## src/rtl/ac97_pkg.sv

```systemverilog
`default_nettype none
// ============================================================================
//  Module      : ac97_pkg
//  Description : AC'97 input-frame geometry, tag bit positions and receiver
//                FSM state encoding shared by the frame receiver.
//  Revision    : 1.0 - initial release
// ============================================================================
package ac97_pkg;

    localparam int FRAME_BITS = 256;
    localparam int BIT_IDX_W  = 8;
    localparam int SLOT_W     = 20;

    localparam logic [BIT_IDX_W-1:0] LAST_BIT_IDX = BIT_IDX_W'(FRAME_BITS - 1);

    // Slot boundaries, expressed as bit_idx positions within the frame
    localparam logic [7:0] TAG_START   = 8'd0;
    localparam logic [7:0] TAG_END     = 8'd15;
    localparam logic [7:0] SLOT1_START = 8'd16;
    localparam logic [7:0] SLOT1_END   = 8'd35;
    localparam logic [7:0] SLOT2_START = 8'd36;
    localparam logic [7:0] SLOT2_END   = 8'd55;
    localparam logic [7:0] SLOT3_START = 8'd56;
    localparam logic [7:0] SLOT3_END   = 8'd75;
    localparam logic [7:0] SLOT4_START = 8'd76;
    localparam logic [7:0] SLOT4_END   = 8'd95;

    // Tag bit positions
    localparam int TAG_READY_BIT  = 15;
    localparam int TAG_SLOT1_BIT  = 14;
    localparam int TAG_SLOT2_BIT  = 13;
    localparam int TAG_SLOT3_BIT  = 12;
    localparam int TAG_SLOT4_BIT  = 11;
    localparam int TAG_FLAG_LSB   = 11;
    localparam int TAG_FLAG_W     = TAG_READY_BIT - TAG_FLAG_LSB + 1;

    // Only the used sub-fields are captured: tag[15:11], slot1[18:12], slot2[19:4]
    localparam logic [7:0] TAG_FLAG_IDX_HI = TAG_END - 8'(TAG_FLAG_LSB);
    localparam logic [7:0] ADDR_IDX_LO     = SLOT1_START + 8'd1;
    localparam logic [7:0] ADDR_IDX_HI     = SLOT1_END - 8'd12;
    localparam logic [7:0] DATA_IDX_HI     = SLOT2_END - 8'd4;

    typedef enum logic [0:0] {
        ST_HUNT    = 1'b0,
        ST_RECEIVE = 1'b1
    } rx_state_e;

    function automatic logic in_range(input logic [7:0] idx,
                                      input logic [7:0] lo,
                                      input logic [7:0] hi);
        return (idx >= lo) && (idx <= hi);
    endfunction

endpackage
`default_nettype wire

```

## src/rtl/sync_2ff.sv

```systemverilog
`default_nettype none
// ============================================================================
//  Module      : sync_2ff
//  Description : Two-flop single-bit synchronizer with synchronous reset.
//  Revision    : 1.0 - initial release
// ============================================================================
module sync_2ff (
    input  logic clk,
    input  logic rst,
    input  logic i_d,
    output logic o_q
);

    logic r_meta;
    logic r_q;

    always_ff @(posedge clk) begin
        if (rst) begin
            r_meta <= 1'b0;
            r_q    <= 1'b0;
        end else begin
            r_meta <= i_d;
            r_q    <= r_meta;
        end
    end

    assign o_q = r_q;

endmodule
`default_nettype wire

```

## src/rtl/ac97_frame_rx.sv

```systemverilog
`default_nettype none
// ============================================================================
//  Module      : ac97_frame_rx
//  Description : AC'97 codec input-frame receiver: aligns to sync, decodes the
//                tag, captures status readback and slot3/slot4 PCM samples.
//  Revision    : 1.0 - initial release
// ============================================================================
module ac97_frame_rx
    import ac97_pkg::*;
(
    input  logic        clk,
    input  logic        global_reset,
    input  logic        bit_clk,
    input  logic        sync,
    input  logic        sdata_in,
    input  logic        pcm_ack,
    output logic        codec_ready,
    output logic [6:0]  status_addr,
    output logic [15:0] status_data,
    output logic        status_valid,
    output logic [19:0] left_in,
    output logic [19:0] right_in,
    output logic        pcm_valid,
    output logic        overrun,
    output logic        sync_err
);

    logic w_bclk_s;
    logic w_sync_s;
    logic w_sdata_s;

    sync_2ff u_sync_bclk  (.clk(clk), .rst(global_reset), .i_d(bit_clk),  .o_q(w_bclk_s));
    sync_2ff u_sync_sync  (.clk(clk), .rst(global_reset), .i_d(sync),     .o_q(w_sync_s));
    sync_2ff u_sync_sdata (.clk(clk), .rst(global_reset), .i_d(sdata_in), .o_q(w_sdata_s));

    logic r_bclk_prev;
    logic r_sync_last;
    logic w_strobe;
    logic w_sync_rise;

    assign w_strobe    = r_bclk_prev & ~w_bclk_s;
    assign w_sync_rise = w_sync_s & ~r_sync_last;

    // r_sync_last resets high so a sync held high through reset is not an edge
    always_ff @(posedge clk) begin
        if (global_reset) begin
            r_bclk_prev <= 1'b0;
            r_sync_last <= 1'b1;
        end else begin
            r_bclk_prev <= w_bclk_s;
            if (w_strobe) begin
                r_sync_last <= w_sync_s;
            end
        end
    end

    rx_state_e              r_state;
    rx_state_e              w_state_next;
    logic [BIT_IDX_W-1:0]   r_bit_idx;
    logic [BIT_IDX_W-1:0]   w_bit_idx_next;
    logic                   w_shift_en;
    logic [BIT_IDX_W-1:0]   w_shift_idx;
    logic                   w_frame_done;
    logic                   w_sync_err_set;

    always_ff @(posedge clk) begin
        if (global_reset) begin
            r_state   <= ST_HUNT;
            r_bit_idx <= '0;
        end else begin
            r_state   <= w_state_next;
            r_bit_idx <= w_bit_idx_next;
        end
    end

    always_comb begin
        w_state_next   = r_state;
        w_bit_idx_next = r_bit_idx;
        w_shift_en     = 1'b0;
        w_shift_idx    = r_bit_idx;
        w_frame_done   = 1'b0;
        w_sync_err_set = 1'b0;
        if (w_strobe) begin
            case (r_state)
                ST_HUNT: begin
                    if (w_sync_rise) begin
                        w_state_next   = ST_RECEIVE;
                        w_shift_en     = 1'b1;
                        w_shift_idx    = '0;
                        w_bit_idx_next = BIT_IDX_W'(1);
                    end
                end
                ST_RECEIVE: begin
                    if (w_sync_rise) begin
                        // Any sync edge restarts at bit 0; off-boundary ones are errors
                        w_shift_en     = 1'b1;
                        w_shift_idx    = '0;
                        w_bit_idx_next = BIT_IDX_W'(1);
                        w_sync_err_set = (r_bit_idx != '0);
                    end else if (r_bit_idx == '0) begin
                        w_state_next   = ST_HUNT;
                    end else begin
                        w_shift_en     = 1'b1;
                        w_bit_idx_next = r_bit_idx + BIT_IDX_W'(1);
                        w_frame_done   = (r_bit_idx == LAST_BIT_IDX);
                    end
                end
            endcase
        end
    end

    logic [TAG_FLAG_W-1:0] r_tag_flags;
    logic [6:0]            r_addr_sr;
    logic [15:0]           r_data_sr;
    logic [SLOT_W-1:0]     r_slot3_sr;
    logic [SLOT_W-1:0]     r_slot4_sr;

    always_ff @(posedge clk) begin
        if (global_reset) begin
            r_tag_flags <= '0;
            r_addr_sr   <= '0;
            r_data_sr   <= '0;
            r_slot3_sr  <= '0;
            r_slot4_sr  <= '0;
        end else if (w_shift_en) begin
            if (in_range(w_shift_idx, TAG_START, TAG_FLAG_IDX_HI))
                r_tag_flags <= {r_tag_flags[TAG_FLAG_W-2:0], w_sdata_s};
            if (in_range(w_shift_idx, ADDR_IDX_LO, ADDR_IDX_HI))
                r_addr_sr   <= {r_addr_sr[5:0], w_sdata_s};
            if (in_range(w_shift_idx, SLOT2_START, DATA_IDX_HI))
                r_data_sr   <= {r_data_sr[14:0], w_sdata_s};
            if (in_range(w_shift_idx, SLOT3_START, SLOT3_END))
                r_slot3_sr  <= {r_slot3_sr[SLOT_W-2:0], w_sdata_s};
            if (in_range(w_shift_idx, SLOT4_START, SLOT4_END))
                r_slot4_sr  <= {r_slot4_sr[SLOT_W-2:0], w_sdata_s};
        end
    end

    logic w_ready;
    logic w_status_load;
    logic w_pcm_load;

    assign w_ready       = r_tag_flags[TAG_READY_BIT - TAG_FLAG_LSB];
    assign w_status_load = w_frame_done & w_ready
                         & r_tag_flags[TAG_SLOT1_BIT - TAG_FLAG_LSB]
                         & r_tag_flags[TAG_SLOT2_BIT - TAG_FLAG_LSB];
    assign w_pcm_load    = w_frame_done & w_ready
                         & r_tag_flags[TAG_SLOT3_BIT - TAG_FLAG_LSB]
                         & r_tag_flags[TAG_SLOT4_BIT - TAG_FLAG_LSB];

    logic        r_codec_ready;
    logic [6:0]  r_status_addr;
    logic [15:0] r_status_data;
    logic        r_status_valid;
    logic [19:0] r_left;
    logic [19:0] r_right;
    logic        r_pcm_valid;
    logic        r_overrun;
    logic        r_sync_err;

    always_ff @(posedge clk) begin
        if (global_reset) begin
            r_codec_ready  <= 1'b0;
            r_status_addr  <= '0;
            r_status_data  <= '0;
            r_status_valid <= 1'b0;
            r_left         <= '0;
            r_right        <= '0;
            r_pcm_valid    <= 1'b0;
            r_overrun      <= 1'b0;
            r_sync_err     <= 1'b0;
        end else begin
            r_status_valid <= 1'b0;
            if (w_sync_err_set)
                r_sync_err <= 1'b1;
            if (w_frame_done)
                r_codec_ready <= w_ready;
            if (w_status_load) begin
                r_status_addr  <= r_addr_sr;
                r_status_data  <= r_data_sr;
                r_status_valid <= 1'b1;
            end
            // A consumer ack in the load cycle frees the buffer for the new sample
            if (w_pcm_load) begin
                if (!r_pcm_valid || pcm_ack) begin
                    r_left      <= r_slot3_sr;
                    r_right     <= r_slot4_sr;
                    r_pcm_valid <= 1'b1;
                end else begin
                    r_overrun   <= 1'b1;
                end
            end else if (pcm_ack) begin
                r_pcm_valid <= 1'b0;
            end
        end
    end

    assign codec_ready  = r_codec_ready;
    assign status_addr  = r_status_addr;
    assign status_data  = r_status_data;
    assign status_valid = r_status_valid;
    assign left_in      = r_left;
    assign right_in     = r_right;
    assign pcm_valid    = r_pcm_valid;
    assign overrun      = r_overrun;
    assign sync_err     = r_sync_err;

endmodule
`default_nettype wire
```

## config.mk

```make
export PLATFORM = sky130hd
export DESIGN_NAME = ac97_frame_rx
export DESIGN_NICKNAME = d
export VERILOG_FILES = /design/src/rtl/ac97_pkg.sv /design/src/rtl/sync_2ff.sv /design/src/rtl/ac97_frame_rx.sv
export SDC_FILE = /design/constraint.sdc
export NUM_CORES = 1
export LEC_CHECK = 0
export BUFFER_PORTS_ARGS = -buffer_cell sky130_fd_sc_hd__buf_2
export CORE_ASPECT_RATIO = 0.8
export CORE_MARGIN = 2
export CORE_UTILIZATION = 55
export DETAILED_ROUTE_END_ITERATION = 10
export GPL_TIMING_DRIVEN = 0
export PLACE_DENSITY_LB_ADDON = 0.15
export SLEW_MARGIN = 20
export SYNTH_ARGS = -nofsm -noshare
export SYNTH_HDL_FRONTEND = slang
export SYNTH_SLANG_ARGS = --single-unit
export TNS_END_PERCENT = 30
```

## constraint.sdc

```tcl
create_clock -name clk -period 2.6 [get_ports clk]
set_input_delay 0.39 -clock clk [delete_from_list [all_inputs] [get_ports clk]]
set_output_delay 0.39 -clock clk [all_outputs]
set_load 0.05 [all_outputs]
```

# Yosys cells after proc, flatten, opt, wreduce, memory -nomap -nowiden

Cells that the tools add are included.

$add $sub $neg: 1
Magnitude comparators: 10
Equal/unequal tests: 4
Mux-type cells: 22
Bitwise logic cells: 11
Reductions and logical operators: 19

Operators by type and width:

| kind                                                              | number |
|---|---|
| 2-to-1 mux 8 bit                                                  | 5 |
| greater-or-equal comparator 8 x 6 -> 1 bit, second input constant | 2 |
| less-or-equal comparator 8 x 7 -> 1 bit, second input constant    | 2 |
| case mux 8 bit (2 select lines)                                   | 1 |
| AND reduction 2 bit                                               | 8 |
| 2-to-1 mux 1 bit                                                  | 15 |
| adder 8 x 1 -> 8 bit, second input constant                       | 1 |
| equality test 8 bit, second input constant                        | 1 |
| greater-or-equal comparator 8 x 1 -> 1 bit, second input constant | 1 |
| greater-or-equal comparator 8 x 5 -> 1 bit, second input constant | 1 |
| greater-or-equal comparator 8 x 7 -> 1 bit, second input constant | 1 |
| less-or-equal comparator 8 x 3 -> 1 bit, second input constant    | 1 |
| less-or-equal comparator 8 x 5 -> 1 bit, second input constant    | 1 |
| less-or-equal comparator 8 x 6 -> 1 bit, second input constant    | 1 |
| zero test 8 bit                                                   | 1 |
| nonzero test 8 bit                                                | 1 |
| AND 1 bit                                                         | 7 |
| logical AND 1 bit                                                 | 5 |
| inverter 1 bit                                                    | 4 |
| != test 3 bit, second input constant                              | 1 |
| AND reduction 3 bit                                               | 1 |
| != test 2 x 1 -> 1 bit, second input constant                     | 1 |
| != test 2 bit, second input constant                              | 1 |
| case mux 1 bit (2 select lines)                                   | 1 |
| other kinds (3)                                                   | 3 |

Register bits: 153
Word-level logic and storage cells: 91

# Longest topological paths before layout

Word-level depth: 10
Depth in mapped cells: 8

# Cells and area by module

Synthesis repeated with hierarchy kept, for this count alone.

Cells, all modules: 547
Area total of the unflattened synthesis: 6105.9 um^2

Modules (own cells, without submodules):

| module        | instances | cells an instance | area an instance (um^2) |
|---|---|---|---|
| ac97_frame_rx | 1         | 535               | 5948.2 |
| sync_2ff      | 3         | 4                 | 52.6 |

# Worst setup path before layout

Ideal clock, no wire load.

Path kind: register to register
Start: register r_bit_idx[3]
End: register r_left[0], in the netlist left_in[0]
Arrival: 1.823 ns
Slack: 0.657 ns
Cell stages (with the launch flop): 9
Path buffers: 4
Cell sequence: dfxtp_1 > buf_6 > or4_4 > buf_6 > o21a_4 > and4_4 > buf_6 > buf_12 > mux2i_1

Cells in the longest elaborated chain, start to end: 9

Ends and longest elaborated chain:

| item                                                   | line                                       | source |
|---|---|---|
| from (decl)                                            | ac97_frame_rx.sv:59                        | `logic [BIT_IDX_W-1:0] r_bit_idx;` |
| from (signal assigned)                                 | ac97_frame_rx.sv:72                        | `r_bit_idx <= w_bit_idx_next;` |
| equality test 8 bit or zero test 8 bit (tied branches) | ac97_frame_rx.sv:105, ac97_frame_rx.sv:100 |  |
| 2-to-1 mux 1 bit (*)                                   | ac97_frame_rx.sv:100                       | `end else if (r_bit_idx == '0) begin` |
| 2-to-1 mux 1 bit (*)                                   | ac97_frame_rx.sv:94                        | `if (w_sync_rise) begin` |
| 2-to-1 mux 1 bit (*)                                   | ac97_frame_rx.sv:84                        | `case (r_state)` |
| 2-to-1 mux 1 bit (*)                                   | ac97_frame_rx.sv:83                        | `if (w_strobe) begin` |
| AND 1 bit (*)                                          | ac97_frame_rx.sv:147                       | `assign w_pcm_load = w_frame_done & w_ready` |
| AND 1 bit (*)                                          | ac97_frame_rx.sv:148                       | `& r_tag_flags[TAG_SLOT3_BIT - TAG_FLAG_LSB]` |
| AND 1 bit (*)                                          | ac97_frame_rx.sv:149                       | `& r_tag_flags[TAG_SLOT4_BIT - TAG_FLAG_LSB];` |
| AND reduction 2 bit (no line) (*)                      | -                                          |  |
| to (signal assigned)                                   | ac97_frame_rx.sv:186                       | `r_left <= r_slot3_sr;` |
| to (decl)                                              | ac97_frame_rx.sv:155                       | `logic [19:0] r_left;` |

Mark *: on every way between the ends. The rest lies on a longest branch, timed or not.
A chain may end at the register's enable or synchronous reset.

# Final worst setup path

Start: register r_bit_idx[0]
End: register r_slot4_sr[16]

Cells in the longest elaborated chain, start to end: 6

Ends and longest elaborated chain:

| item                                                                               | line                 | source |
|---|---|---|
| branches (longest 5 deep; another with greater-or-equal comparator 8 x 7 -> 1 bit) | -                    |  |
| AND reduction 2 bit (no line) (*)                                                  | -                    |  |
| to (signal assigned)                                                               | ac97_frame_rx.sv:135 | `r_slot4_sr <= {r_slot4_sr[SLOT_W-2:0], w_sdata_s};` |
| to (decl)                                                                          | ac97_frame_rx.sv:116 | `logic [SLOT_W-1:0] r_slot4_sr;` |

Every way passes the cells marked *.

==> results_dict.tcl <==
set metrics [dict create \
    vdd_ir_drop_max_v 0.000553 \
    fin_crit_sh_pct 87.6 \
    drive_gt1_share_pct 18.7 \
    pwr-share-seq_pct 46.5 \
    vias 4074 \
    dpl.hpwl_mm 8.17 \
    slowest_delay_ns 0.50 \
    ios 74 \
    postCtsHoldBufs 0 \
    cts_resized 0 \
    hold_path_class "in -> reg" \
    start_kind "flip-flop" \
    wl_mm 11.7 \
    critPathTopFamily "simple AND/OR/NAND/NOR gates" \
    grt.overflow.total 0 \
    track_usage_pct 20.8 \
    antenna_found_initial 0 \
    rsz0062_at_grt "false" \
    worst-slew-pin-transition_ns 0.552 \
    worst-path-buf-inv 2 \
    synth_compound_area_share_pct 2.23 \
    ant_nets 0 \
    clock_path_buffers 2 \
    insertion_delay_ns 0.41 \
    seqCellArea_sq_um 3060 \
    arrival_ns 2.61 \
    synth_nets 555 \
    nFillCells 868 \
    routed_via_density 5.12 \
    synthTopCellsByArea "dfxtp_1 (50%), mux2i_1 (22%), nand2b_1 (14%), buf_12 (1.3%), buf_6 (1.3%)" \
    p_sw_uw 944 \
    nets 646 \
    die_w_um 122 \
    power.density_nw_per_um2 696 \
    synth_simple_gate_area_share_pct 19.9 \
    clock_sinks 153 \
    initialDrtViolationCount 266 \
    synth_top_family_by_area "multiplexers" \
    route.detailed.drc 0 \
    drt-wirelength-per-cell_um 14.8 \
    ctsRootBufferMaster "clkbuf_16" \
    leakage_nw 2.88 \
    crit_type "reg -> reg" \
    min_period_ns 2.28 \
    synth.area.mux_share_pct 21.8 \
    crit_slowest_cell "nor4bb_1" \
    intPower_mw 4.12 \
    fin_tns_setup_ns 0 \
    skew_ns 0.00728 \
    synth.avg_cell_area_sq_um 11.2 \
    synth-seq-area-share_pct 50.2 \
    numCtsBuffers 17 \
    final_common_cell "dfxtp_1" \
    async_flop_share_pct 0 \
    place_congestion 0.873 \
    final-max-slew-violation-count 0 \
    setup_violations 0 \
    n_antenna_cell 0 \
    most-common-layout-cells "dfxtp_1 (153), nand2b_1 (139), mux2i_1 (133)" \
    synth_fa_ha_area_share_pct 0.410 \
    synth-edff-count 0 \
    grt_pass1_wl_mm 19.8 \
    post_synth_num_cell_types 45 \
    synth-xor-area-share_pct 1.00 \
    synth_area_leader_cell "dfxtp_1" \
    coreArea_sq_um 10800 \
    fmax_ghz 0.439 \
    place_ws_ns 0.358 \
    swShare_pct 18.6 \
    required_ns 2.93 \
    initial_core_util_pct 56.3 \
    hold_slack_ns 0.193 \
    crit_path_cell_trace "inv_1 -> ha_1 -> or3b_2 -> nor2_1 -> nor4bb_1 -> buf_2 -> mux2i_1" \
    clock_power_share_pct 52.0 \
    status "finished, final reports clean" \
    area_delta_synth_final_pct 19.2 \
    synthesis.area_sq_um 6110 \
    port_buffers 72 \
    clkTransAtPathRegs_ns 0.06 \
    grt_max_degree 17 \
    timing.final.ws_setup_ns 0.323 \
    ys_ff_latch 153 \
    pwr-share-comb_pct 1.5 \
    fp-row-count 34 \
    slew_headroom_pct 62.8 \
    firstDrtPassIters 4 \
    netlist_instances 547 \
    grt_pass1_vias 4035 \
    hold_viol_final 0 \
    multi_input_area_sq_um 2770 \
    synth_ff_type "dfxtp_1" \
    cts_tree "yes" \
    yosys_warnings 0 \
    critPathCaptureType "flip-flop" \
    htreeDepth 4 \
    yosys.area.top_type_share_pct 50.2 \
    drv_cap 0 \
    die_y_um 98.2 \
    die_area_sq_um 12000 \
    cp_max_fo 10 \
    cts_setup_buffers 0 \
]
-- per-layer routing --
metal | global-route usage (%) | part of all wire (%)
met5 | 0 | 0
met4 | 7.69 | 1.7
met3 | 4.50 | 3.8
met2 | 32.8 | 46
met1 | 28.2 | 48
-- flip-flops by register name (all words and copies together), names as in the netlist, 7 cells and up --
signal	count
r_slot4_sr	20
r_bit_idx	8
r_slot3_sr	20
r_data_sr	16
r_addr_sr	7
status_data	16
right_in	20
left_in	20
status_addr	7
-- stage by stage --
step                total power, mW  instance area [sq um]  utilization [%]  std cells
finish                         5.06                   7280             67.1        795
global route                   5.21                   7280             67.1        795
CTS                            5.09                   7280             67.1        795
detailed placement             2.48                   6650             61.3        763
global placement               2.48                   6650             61.3        763
floorplan                      2.46                   6110                -        547
-- power groups by stage --
stage / clock, mW / combinational, mW / sequential [mW]
4_1_cts: 2.66 / 0.0782 / 2.35
2_1_floorplan: 0 / 0.0571 / 2.40
3_3_place_gp: 0 / 0.0761 / 2.40
6_report: 2.63 / 0.0775 / 2.35
3_5_place_dp: 0 / 0.0776 / 2.40
5_1_grt: 2.77 / 0.0840 / 2.35
-- cell families (layout without fill, tap and decap cells) --
kind of cell / after synthesis / in the layout
xor+xnor: 7 / 7
simple gates: 196 / 196
mux: 133 / 133
flops: 153 / 153
buf+inv: 39 / 143
compound gates: 17 / 17
fa+ha+maj: 2 / 2
-- path summary, 6_finish.rpt --
path / cells after the start / end / slack, ns / startpoint
setup / recovery: 7 / r_slot4_sr[16] / 0.32 / r_bit_idx[0]
hold / removal: 2 / u_sync_sync.r_meta / 0.19 / sync
setup reg to reg: 7 / r_slot4_sr[16] / 0.32 / r_bit_idx[0]
hold reg to reg: 1 / u_sync_sync.o_q / 0.44 / u_sync_sync.r_meta
-- synthesized netlist by cell type (all sizes together) (2+ instances only) --
cell    number
a21oi        3
ha           2
xor2         2
and4         2
mux2i      133
nand4        3
nor2b       10
xnor2        5
a31oi        3
nand2        4
o41ai        2
or2          2
nand3        8
inv          2
nor2        12
dfxtp      153
clkbuf      21
a211oi       2
buf         16
nand2b     139
nor3         4
-- cell type report --
type	instances	share of cell area (%)
timing repair buffer	72	4.95
clock buffer	24	6.35
tap	144	2.48
sequential	153	42.1
inverter	2	0.103
buffer	37	3.68
multi-input combinational	355	38.0
clock inverter	8	2.30
Note: power is estimated with default switching activity, not from simulation.
